===== config.mk =====
export PLATFORM = sky130hd
export DESIGN_NAME = hazard_sb
export DESIGN_NICKNAME = d
export VERILOG_FILES = /design/src/rtl/hazard_sb.sv
export SDC_FILE = /design/constraint.sdc
export NUM_CORES = 1
export LEC_CHECK = 0
export CAP_MARGIN = 20
export CORE_AREA = 2 2 73 103
export DETAILED_ROUTE_END_ITERATION = 10
export DIE_AREA = 0 0 75 105
export PLACE_DENSITY = 0.75
export SETUP_SLACK_MARGIN = 0.1
export SLEW_MARGIN = 30
export SYNTH_ARGS = -nofsm -noshare
export SYNTH_HDL_FRONTEND = slang
export SYNTH_SLANG_ARGS = --single-unit

===== constraint.sdc =====
create_clock -name clk -period 2.5 [get_ports clk]
set_input_delay 0.5 -clock clk [delete_from_list [all_inputs] [get_ports clk]]
set_output_delay 0.5 -clock clk [all_outputs]
set_load 0.01 [all_outputs]

===== src/rtl/hazard_sb.sv =====
// Purpose: pipeline hazard control: forwarding, load-use stall, branch flush,
//          and a register scoreboard for variable-latency (long) execute ops.
// Latency: control outputs are combinational; scoreboard bit visible to Decode the cycle after accept.
// Backpressure: a full long unit stalls F/D/E and bubbles M; completion in the same cycle frees a slot.
//
// Ports: clk/reset (async, active-high); Decode regs Rs1D/Rs2D/RdD/RegWriteD;
//        Execute regs Rs1E/Rs2E/RdE, ResultSrcE_zero (load), PCSrcE (taken);
//        RdM/RdW + RegWriteM/RegWriteW for forwarding; LongIssueE/LongRdE and
//        LongDoneW/LongRdW from the long unit. Outputs StallF/D/E, FlushD/E,
//        BubbleM, ForwardAE/BE (00 regfile, 01 W, 10 M), LongBusy.
// Optional: define HAZARD_PERF_EN to add 32-bit counters PerfLwStall,
//           PerfSbStall, PerfStructStall, PerfFlush.

module hazard_sb #(
    parameter int REG_AW     = 5,
    parameter int LONG_DEPTH = 2,
    parameter int CNT_W      = 4
) (
    input  logic              clk,
    input  logic              reset,
    input  logic [REG_AW-1:0] Rs1D,
    input  logic [REG_AW-1:0] Rs2D,
    input  logic [REG_AW-1:0] RdD,
    input  logic              RegWriteD,
    input  logic [REG_AW-1:0] Rs1E,
    input  logic [REG_AW-1:0] Rs2E,
    input  logic [REG_AW-1:0] RdE,
    input  logic              ResultSrcE_zero,
    input  logic              PCSrcE,
    input  logic [REG_AW-1:0] RdM,
    input  logic [REG_AW-1:0] RdW,
    input  logic              RegWriteM,
    input  logic              RegWriteW,
    input  logic              LongIssueE,
    input  logic [REG_AW-1:0] LongRdE,
    input  logic              LongDoneW,
    input  logic [REG_AW-1:0] LongRdW,
    output logic              StallF,
    output logic              StallD,
    output logic              StallE,
    output logic              FlushD,
    output logic              FlushE,
    output logic              BubbleM,
    output logic [1:0]        ForwardAE,
    output logic [1:0]        ForwardBE,
    output logic              LongBusy
`ifdef HAZARD_PERF_EN
    ,
    output logic [31:0]       PerfLwStall,
    output logic [31:0]       PerfSbStall,
    output logic [31:0]       PerfStructStall,
    output logic [31:0]       PerfFlush
`endif
);

    localparam int              NREG    = 1 << REG_AW;
    localparam logic [CNT_W-1:0] DEPTH_C = CNT_W'(LONG_DEPTH);

    logic [NREG-1:0]  sb;
    logic [NREG-1:0]  sb_nxt;
    logic [NREG-1:0]  done_vec;
    logic [NREG-1:0]  set_vec;
    logic [NREG-1:0]  pend_vec;
    logic [CNT_W-1:0] outstanding;
    logic             lw_stall;
    logic             sb_stall;
    logic             struct_stall;
    logic             accept;
    logic             full;

    // M result is younger than W, so it wins when both match.
    function automatic logic [1:0] fwd_sel(input logic [REG_AW-1:0] rs);
        if (rs != '0 && RegWriteM && rs == RdM)
            fwd_sel = 2'b10;
        else if (rs != '0 && RegWriteW && rs == RdW)
            fwd_sel = 2'b01;
        else
            fwd_sel = 2'b00;
    endfunction

    assign ForwardAE = fwd_sel(Rs1E);
    assign ForwardBE = fwd_sel(Rs2E);

    assign lw_stall = ResultSrcE_zero && (RdE != '0) && (Rs1D == RdE || Rs2D == RdE);

    always_comb begin
        done_vec = '0;
        if (LongDoneW)
            done_vec[LongRdW] = 1'b1;
    end

    always_comb begin
        set_vec = '0;
        if (accept && LongRdE != '0)
            set_vec[LongRdE] = 1'b1;
    end

    // A completing op writes the regfile in the first half-cycle, so Decode
    // may read it in the same cycle: mask the completing register.
    assign pend_vec = sb & ~done_vec;
    assign sb_stall = pend_vec[Rs1D] | pend_vec[Rs2D] | (RegWriteD & pend_vec[RdD]);

    assign full         = (outstanding == DEPTH_C);
    assign struct_stall = LongIssueE & full & ~LongDoneW;
    assign accept       = LongIssueE & ~struct_stall;

    // Set after clear: a re-issue to the completing register leaves it pending.
    always_comb begin
        sb_nxt    = (sb & ~done_vec) | set_vec;
        sb_nxt[0] = 1'b0;
    end

    always_ff @(posedge clk or posedge reset) begin
        if (reset)
            sb <= '0;
        else
            sb <= sb_nxt;
    end

    always_ff @(posedge clk or posedge reset) begin
        if (reset)
            outstanding <= '0;
        else if (accept && !LongDoneW) begin
            if (!full)
                outstanding <= outstanding + CNT_W'(1);
        end else if (!accept && LongDoneW && outstanding != '0)
            outstanding <= outstanding - CNT_W'(1);
    end

    assign StallF   = lw_stall | sb_stall | struct_stall;
    assign StallD   = lw_stall | sb_stall | struct_stall;
    assign StallE   = struct_stall;
    assign BubbleM  = struct_stall;
    assign FlushD   = PCSrcE;
    // The op held in Execute by a structural stall must survive a D-side stall.
    assign FlushE   = PCSrcE | ((lw_stall | sb_stall) & ~struct_stall);
    assign LongBusy = full;

`ifdef HAZARD_PERF_EN
    always_ff @(posedge clk or posedge reset) begin
        if (reset) begin
            PerfLwStall     <= '0;
            PerfSbStall     <= '0;
            PerfStructStall <= '0;
            PerfFlush       <= '0;
        end else begin
            if (lw_stall)     PerfLwStall     <= PerfLwStall + 32'd1;
            if (sb_stall)     PerfSbStall     <= PerfSbStall + 32'd1;
            if (struct_stall) PerfStructStall <= PerfStructStall + 32'd1;
            if (PCSrcE)       PerfFlush       <= PerfFlush + 32'd1;
        end
    end
`endif

endmodule


Word level (Yosys, flattened, before mapping) --
Cells that the tools add are included.
Operators by class: add/subtract/negate cells 2, magnitude comparators 7, equal/unequal tests 8, muxes and demuxes 19, bitwise gates (word level) 15, reduce and logical (&&, ||, !) cells 26
Operator list (count):
- 32-bit 2-to-1 mux | 2
- 32-bit bitwise AND | 1
- 32-bit NOT | 1
- 32-bit OR | 1
- 5-bit == test | 6
- 5-bit by 6-bit less-than comparator with 1-bit output (second input constant) | 5
- 5-bit nonzero test | 4
- 1-bit logical AND | 16
- 1-bit binary-select mux with 5-bit select | 3
- 4-bit 2-to-1 mux | 3
- 1-bit demux with 5-bit select | 2
- 5-bit by 1-bit >= comparator with 1-bit output (second input constant) | 2
- 1-bit 2-to-1 mux | 7
- 1-bit bitwise AND | 5
- 1-bit OR | 5
- 4-bit by 1-bit adder with 4-bit output (second input constant) | 1
- 4-bit by 2-bit == test with 1-bit output (second input constant) | 1
- 2-bit 2-to-1 mux | 2
- 4-bit nonzero test | 1
- 4-bit by 1-bit subtractor with 4-bit output (second input constant) | 1
- 1-bit logical NOT | 2
- 2-bit != test (second input constant) | 1
- 1-bit NOT | 2
- 2-bit AND reduction | 1
- other kinds (2) | 2
Storage, ports and cells: register bits 35, input port bits 59, word-level logic and storage cells 79

Depth between registers and ports, before layout --
depth after elaboration 14, gate-level depth with buffers 9, depth with buffers taken out 8

Least setup slack after synthesis --
No wires, ideal clock.
path kind in2out, start in LongRdW[1], end out StallF, arrival 2.239 ns, slack -0.239 ns, stages on the path 9, path buffers 2, cell sequence or2_1 clkbuf_1 o21ai_1 nor2_1 o41ai_2 o22ai_1 nor4_2 nand4_1 buf_4
Between the ends: word-level cells in the longest chain between the ends 13, elaborated cells between the ends (all ways) 19
Ends and longest elaborated chain:
- from (decl) | RTL line 37 | input logic [REG_AW-1:0] LongRdW,
- 5-bit by 6-bit less-than comparator with 1-bit output (not written as such) / 5-bit by 1-bit >= comparator with 1-bit output (equally long branches) | RTL line 89 | done_vec[LongRdW] = 1'b1;
- 1-bit logical AND (not written as such) | RTL line 89
- 1-bit 2-to-1 mux (not written as such) | RTL line 89
- 1-bit demux with 5-bit select * | RTL line 89
- 32-bit 2-to-1 mux * | RTL line 88 | if (LongDoneW)
- 32-bit NOT * | RTL line 100 | assign pend_vec = sb & ~done_vec;
- 32-bit bitwise AND * | RTL line 100
- 1-bit binary-select mux with 5-bit select | RTL line 101 | assign sb_stall = pend_vec[Rs1D] | pend_vec[Rs2D] | (RegWriteD & pend_vec[RdD]);
- 1-bit 2-to-1 mux (not written as such) | RTL line 101
- 1-bit OR / 1-bit bitwise AND (equally long branches) | RTL line 101
- 1-bit OR * | RTL line 101
- 1-bit OR * (2 in series)
- to (decl) | RTL line 38 | output logic StallF,
Every way passes the cells marked *; elsewhere a longest branch is shown, timed or not. The select of a mux whose other input is x is not followed.

Worst setup path in the final report --
start in LongRdW[2], end out FlushE
Between the ends: word-level cells in the longest chain between the ends 14, elaborated cells between the ends (all ways) 20
Ends and longest elaborated chain:
- 5-bit by 6-bit less-than comparator with 1-bit output (not written as such) / 5-bit by 1-bit >= comparator with 1-bit output (equally long branches) | RTL line 89
- 1-bit logical AND (not written as such) | RTL line 89
- 1-bit 2-to-1 mux (not written as such) | RTL line 89
- 1-bit demux with 5-bit select * | RTL line 89
- 32-bit 2-to-1 mux * | RTL line 88
- 32-bit NOT * | RTL line 100
- 32-bit bitwise AND * | RTL line 100
- 1-bit binary-select mux with 5-bit select | RTL line 101
- 1-bit 2-to-1 mux (not written as such) | RTL line 101
- 1-bit OR / 1-bit bitwise AND (equally long branches) | RTL line 101
- 1-bit OR * | RTL line 101
- 1-bit OR * | RTL line 136 | assign FlushE = PCSrcE | ((lw_stall | sb_stall) & ~struct_stall);
- 1-bit bitwise AND * | RTL line 136
- 1-bit OR * | RTL line 136
- to (decl) | RTL line 42 | output logic FlushE,
Marks and branches as above.

==> flow_metrics.tcl <==
set metrics [dict create \
    overflow 0 \
    cts_root_buffer "clkbuf_8" \
    clockBufferDepth 2 \
    design_area_um2 5350 \
    worstPathArrival_ns 2.52 \
    initial_utilization_pct 45.1 \
    drt-total-wl_um 13900 \
    synth_xor_area_share_pct 10.4 \
    clock_skew_ns 0.00501 \
    crit_slowest_cell "o311ai_1" \
    worst_ep_required_time_ns 2.00 \
    yosysMostFrequentCell "o21ai_0" \
    crit_family "compound AO/OA/AOI/OAI gates" \
    p_per_area_nw_per_um2 503 \
    vias 4162 \
    cts_sinks 35 \
    violations "negative setup slack" \
    rsz0062_at_grt "yes" \
    io_buffers 69 \
    synth_top_flop_cell "dfrtp_1" \
    final_util_pct 77.6 \
    track_usage_pct 33.7 \
    synth-seq-cells 35 \
    cap_viol_max_count 0 \
    crit_buf_inv 5 \
    synthSimpleGateAreaFrac_pct 28.3 \
    synth-compound-area-share_pct 23.7 \
    criticalPathCategory "primary input to output pin" \
    crit_chain "buf_2 -> buf_6 -> buf_4 -> nand2b_4 -> buf_4 -> o21ai_2 -> mux2i_1 -> o311ai_1 -> o22ai_1 -> nor4_2 -> nand3_1 -> a21o_1 -> buf_6" \
    final_antenna_net_count 0 \
    cts_made_buffers 5 \
    setup_violations 3 \
    leakagePower_nw 2.35 \
    grt_pass1_wl_um 20200 \
    die_w_um 75 \
    insertion_delay_ns 0.30 \
    yosys-top-cells-count "o21ai_0 (41), dfrtp_1 (35), nand2_1 (35), xnor2_1 (27), nor2_1 (17)" \
    yosysSeqAreaShare_pct 28.2 \
    antenna_found_initial 0 \
    diodes 0 \
    grt_pass1_vias 4206 \
    synthMuxAreaShare_pct 4.31 \
    reg2reg_depth 9 \
    fin_ws_ns -0.519 \
    crit_cells 13 \
    cpPeakStageDelay_ns 0.27 \
    die_area_um2 7880 \
    die_h_um 105 \
    hold_viol_final 0 \
    status "finished, violations left" \
    synth_nets 435 \
    grt_max_degree 36 \
    fin_setup_tns_ns -1.37 \
    hpwl_um 9460 \
    h-tree-depth 2 \
    slew-limit-headroom_pct 68.6 \
    crit_start "LongRdW[2]" \
    postCtsHoldBufs 0 \
    drt_iter0_drc 264 \
    worstReg2RegEnd "outstanding[3]$_DFFE_PP0P_" \
    syn_area_um2 3110 \
    yosys-top-cells-area "dfrtp_1 (28%), xnor2_1 (7.6%), o21ai_0 (6.6%)" \
    reg2reg_slack_ns 0.32 \
    dpl_cell_area_um2 4730 \
    hp-class "flop to flop" \
    drt-pass1-iter-count 5 \
    fin_crit_sh_pct 121 \
    vias_per_cell 6.28 \
    worst-path-max-fanout 5 \
    clock.fmax_mhz 331 \
    area_delta_synth_final_pct 72.0 \
    synth_top_area_share_pct 28.2 \
    nets 629 \
    tightestPinTransition_ns 0.465 \
    synth_top_family_by_area "simple AND/OR/NAND/NOR gates" \
    final.min_clock_period_ns 3.02 \
    cts_tree "yes" \
    n_fill_cell 457 \
    syn-mean-instance-area_um2 8.33 \
    endpoint "FlushE" \
    synth_async_sr_flop_share_pct 100 \
    synth_top_area_cell "dfrtp_1" \
    wl_per_cell_um 20.9 \
    yosys_warnings 0 \
    drive_gt1_share_pct 40.8 \
    synth.distinct_cells 64 \
    cp-start-kind "primary input" \
    ir_drop_v 0.000558 \
    core_area_um2 6890 \
    synthCells 373 \
    fp-row-count 36 \
    drcViolationCount 0 \
    gp_congestion 1.11 \
    r2r_start "outstanding[3]$_DFFE_PP0P_" \
    worstSetupEndpointType "output pin" \
    synthAdderAreaFrac_pct 1.45 \
    drv_slew 0 \
    synth-edff-count 0 \
    cts.clk_slew.worst_paths_ns 0.07 \
    ios 70 \
]
[how the worst min path moves through the flow]
stage	slack, ns	cells after the start	startpoint	endpoint
after floorplan	0.47	1	outstanding[3]$_DFFE_PP0P_	outstanding[3]$_DFFE_PP0P_
after global placement	0.49	1	outstanding[3]$_DFFE_PP0P_	outstanding[3]$_DFFE_PP0P_
after detailed placement	0.50	1	outstanding[3]$_DFFE_PP0P_	outstanding[3]$_DFFE_PP0P_
after CTS	0.53	1	outstanding[3]$_DFFE_PP0P_	outstanding[3]$_DFFE_PP0P_
after global routing	0.56	2	sb[13]$_DFF_PP0_	sb[13]$_DFF_PP0_
final	0.55	2	sb[13]$_DFF_PP0_	sb[13]$_DFF_PP0_
[registers in the layout (all words and copies together), names as in the netlist]
register     count
sb              31
outstanding      4
[worst reg2reg max path: stages, from the launching register on]
cell and delay, ns:
dfrtp_1 0.43, nor4b_2 0.36, buf_4 0.19, nand2b_1 0.14, ha_1 0.23, a21o_1 0.18, a21oi_1 0.18, xnor2_1 0.15
nand2_1 0.09, xnor2_1 0.12
[final cells by class]
cell class | count | area (um^2) | share of cell area, %
Multi-Input combinational cell | 313 | 2480 | 46.3
Tap cell | 95 | 119 | 2.22
Sequential cell | 35 | 876 | 16.4
Timing Repair Buffer | 204 | 1740 | 32.6
Inverter | 8 | 31.3 | 0.585
Clock buffer | 8 | 100 | 1.87
[metal layers]
metal  share of wire, %  vias to the layer above  wire length [um]  GRT usage (%)
met5                  0                        -                 0              0
met3                6.5                      103               907           5.11
li1                   -                     1799                 -              -
met4                8.1                        0              1120           23.9
met2                 51                      289              7090           58.5
met1                 34                     1971              4750           35.0
[repair_timing]
item | CTS | global route
hold endpoints to repair | 0 | 0
setup buffers | 22 | 6
resized for setup | 117 | 55
cloned | 0 | 0
setup endpoints to repair | 9 | 9
pin swaps | 26 | 30
[logic make-up (layout without fill, tap and decap cells)]
kind of cell / after synthesis / count (layout)
buffers and inverters: 25 / 220
adders and majority gates: 3 / 3
DFF: 35 / 35
AOI/OAI and AO/OA: 112 / 112
xor gates and xnor gates: 37 / 37
and+or+nand+nor: 149 / 149
muxes: 12 / 12
[where the power goes]
part           internal [mW]  switching [mW]
clock                  0.251           0.211
combinational          0.708           0.678
sequential             0.726           0.118
[placed cells by master (no fill, tap or decap), types with 8 or more instances in the layout]
| cell type | synthesis | final |
|---|---|---|
| dlymetal6s2s_1 | 0 | 9 |
| nand2_1 | 35 | 32 |
| nand4_1 | 15 | 15 |
| nor2_1 | 17 | 15 |
| xnor2_1 | 27 | 24 |
| xor2_1 | 10 | 8 |
| buf_6 | 0 | 17 |
| mux2i_1 | 10 | 9 |
| buf_4 | 4 | 120 |
| clkdlybuf4s50_1 | 0 | 31 |
| nor2b_1 | 12 | 9 |
| nand3_1 | 13 | 12 |
| dfrtp_1 | 35 | 35 |
| a22oi_1 | 8 | 8 |
| o21ai_1 | 12 | 8 |
| o21ai_2 | 5 | 14 |
| o21ai_0 | 41 | 32 |
| dlygate4sd2_1 | 0 | 9 |
[through the flow]
step	cells	power (mW)	worst slack, ns	hold slack [ns]
final	663	2.69	-0.519	0.549
after global routing	663	2.82	-0.576	0.558
after CTS	658	2.56	-0.501	0.530
after detailed placement	628	2.04	-1.30	0.503
after global placement	628	1.99	-1.24	0.488
after floorplan	373	1.41	-0.0646	0.469
No activity file was read; power rests on OpenSTA's default activity.
==> variant 1, RTL diff (same settings) <==
Change the parameter `REG_AW` from 5 to 4.
--- a/src/rtl/hazard_sb.sv
+++ b/src/rtl/hazard_sb.sv
@@ -12,7 +12,7 @@
 //           PerfSbStall, PerfStructStall, PerfFlush.
 
 module hazard_sb #(
-    parameter int REG_AW     = 5,
+    parameter int REG_AW     = 4,
     parameter int LONG_DEPTH = 2,
     parameter int CNT_W      = 4
 ) (
Interface: changed (10 resized); port bits go from 70 to 60. The function was not compared with the original's and may differ.
==> variant 1 against the original RTL <==
  * The run still ends with setup timing left
  * Global-route usage fell by 15 points
  * Via count down 43%
  * Sequential cell count fell by 16
  * Synthesized area shrank 40%
  * Cell area decreased by 39%
  * Largest cell class unchanged
  * Critical path depth down 4
  * Setup slack better by 0.33 ns
  * Count of clock-buffer cells in the layout is 5 lower
  * Total power decreased by 41%
  * Routed wire length down 47%
  * Synthesized cell count decreased by 39%
  * Sequential power shrank 43%
  * Clock skew about the same
==> variant 1: results (changes against the original RTL) <==
* Outcome: finished with violations
* Failing checks: setup timing
* Yosys cell types at 52 (-19%)
* Final setup violation count at 3 (unchanged)
* Synth area leaders: dfrtp_1 25%, xnor2_1 11%, o21ai_0 6.1%
* Grt met1 use at 17.6% (-17 points)
* Fill count at 639 (+40%)
* Final Power at 0.00159 W (-41%)
* M3 GR Usage at 3.09% (-2.0 points)
* Routed WL at 7280 microns (-47%)
* WP data arrival at 2.19 ns (-0.33 ns)
* Largest net degree at the start of global routing at 20 (-44%)
* Net Count, Synth at 278 (-36%)
* Cells after Synth at 226 (-39%)
* Setup Skew at 0.00526 ns (+0.000254 ns)
* Total CTS buffers at 3 (-2)
* I/O Buffers at 59 (-14%)
* Number of detailed-route iterations in the first pass at 4 (-1)
* Sequential share of power at 30.4% (-1.0 points)
* GRT Total Usage at 18.6% (-15 points)
* First-pass GRT wire length at 11400 microns (-44%)
* CP max FO at 7 (+2)
* Aggregate negative setup slack at -0.527 ns (+0.846 ns)
* Critical Path Max Stage Delay at 0.42 ns (+0.15 ns)
* WL/cell at 16.5 microns (-21%)
* DRT iter0 DRCs at 76 (-71%)
* Dpl ws at -0.937 ns (+0.363 ns)
* Detailed placer's ending HPWL at 5710 microns (-40%)
* Layout cells sized above 1 at 37.6% (-3.3 points)
* Met2 Resource Use GR at 34.6% (-24 points)
* Worst Setup Slack, final at -0.187 ns (+0.332 ns)
* Psw at 0.000595 W (-41%)
* Top post-synthesis cells by count: 23 x o21ai_0, 23 x xnor2_1, 19 x dfrtp_1
* Top flop regs: sb (15), outstanding (4)
* Clock net power at 0.000218 W (-53%)
* Placed instance count at 423 (-33%)
* Max H-tree Level at 1 (-1)
* R2r setup slk at 0.47 ns (+0.15 ns)
* Worst Setup SP: LongRdW[1]
==> variant 1: cell types whose count changed in the layout (fill, tap and decap cells not counted), sizes merged, moves of 10 or more <==
cell | unedited run | this run
clkbuf | 14 | 4
nor2b | 12 | 1
o21ai | 58 | 29
nand3 | 13 | 2
nand2 | 35 | 11
dfrtp | 35 | 19
buf | 146 | 78
==> variant 1: cells by family (layout without fill, tap and decap cells) <==
group | count (synthesis) | in the layout | share of synthesized area [%]
and+or+nand+nor | 80 | 80 | 25.5
AOI/OAI and AO/OA | 67 | 67 | 23.8
xor gates and xnor gates | 26 | 26 | 12.1
buffers and inverters | 22 | 142 | 5.13
DFF | 19 | 19 | 25.3
muxes | 9 | 9 | 5.67
adders and majority gates | 3 | 3 | 2.40
==> variant 1: worst min-delay path by stage <==
stage / endpoint / slack [ns] / startpoint / depth (start not counted)
after floorplan: outstanding[0] / 0.45 / reset / 1
after global placement: sb[7] / 0.49 / sb[7] / 2
after detailed placement: sb[7] / 0.51 / sb[7] / 2
after CTS: sb[7] / 0.53 / sb[7] / 2
after global routing: sb[1] / 0.57 / sb[1] / 2
final: sb[7] / 0.53 / sb[7] / 2
==> variant 1: what timing repair did <==
action,in CTS,in global routing
hold buffers,0,0
setup buffers,10,4
pin swaps,13,10
resized for setup,114,20
endpoints found under the setup margin,9,5
==> variant 1: routing by layer <==
metal	vias to the layer above	wire (microns)
met5	-	0
met4	0	425
met3	38	486
met2	113	4000
met1	1140	2370
li1	1100	-
==> variant 1: cell type report <==
cell class	count	area [sq um]	area share, %
tap	95	119	3.66
multi-input combinational	185	1480	45.7
inverter	11	41.3	1.27
clock inverter	1	5.00	0.154
timing repair buffer	127	1080	33.3
clock buffer	3	41.3	1.27
sequential	19	475	14.6
==> variant 2, RTL diff (same flow settings) <==
Without the edit above. Add a define of `HAZARD_PERF_EN`.
--- a/src/rtl/hazard_sb.sv
+++ b/src/rtl/hazard_sb.sv
@@ -10,6 +10,8 @@
 //        BubbleM, ForwardAE/BE (00 regfile, 01 W, 10 M), LongBusy.
 // Optional: define HAZARD_PERF_EN to add 32-bit counters PerfLwStall,
 //           PerfSbStall, PerfStructStall, PerfFlush.
+
+`define HAZARD_PERF_EN
 
 module hazard_sb #(
     parameter int REG_AW     = 5,
Formal check against the unedited RTL (old outputs only; new: PerfFlush, PerfLwStall, PerfSbStall and PerfStructStall): equivalent (Yosys induction, for registers that start in step).
==> variant 2 against the original RTL <==
  * The flow now stops in 3_1_place_gp_skip_io
  * Synthesized area grew to 2.8 times the old value
==> variant 2: results (changes against the original RTL) <==
* Failed at: 3_1_place_gp_skip_io
* Cells after Synth at 838 (+120%)
* First Error: [ERROR GPL-0301] Utilization 137.798 % exceeds 100%.
* Sequential fraction of the synthesis area at 47.5% (+19 points)
* Outcome: aborted with a tool error
* Ys async rst share at 100% (unchanged)
* Top post-synthesis cells by count: 163 x dfrtp_1, 94 x xnor2_1, 67 x nand2_1
* Yosys reg bits at 163 (+370%)
* Synth area leaders: dfrtp_1 48%, xnor2_1 9.6%, xor2_1 6.4%
* Synth Warn # at 0 (unchanged)
* Net Count, Synth at 904 (+110%)
* Yosys cell types at 58 (-9.4%)
-- variant 2: changes by cell type after synthesis, sizes merged, moves of 14 or more --
cell and delta:
and3 +23, nor2 +36, xnor2 +67, xor2 +53, nand3 +36, inv +14
nor3 +16, dfrtp +128, nand2 +32
-- variant 2: kinds of logic after synthesis --
group / share of synthesized area [%]
AO/OA/AOI/OAI: 8.36
XOR/XNOR: 16.0
adder cells (fa/ha/maj): 1.11
buffers and inverters: 2.51
flip-flops: 47.5
multiplexers: 3.87
AND/OR/NAND/NOR: 20.6
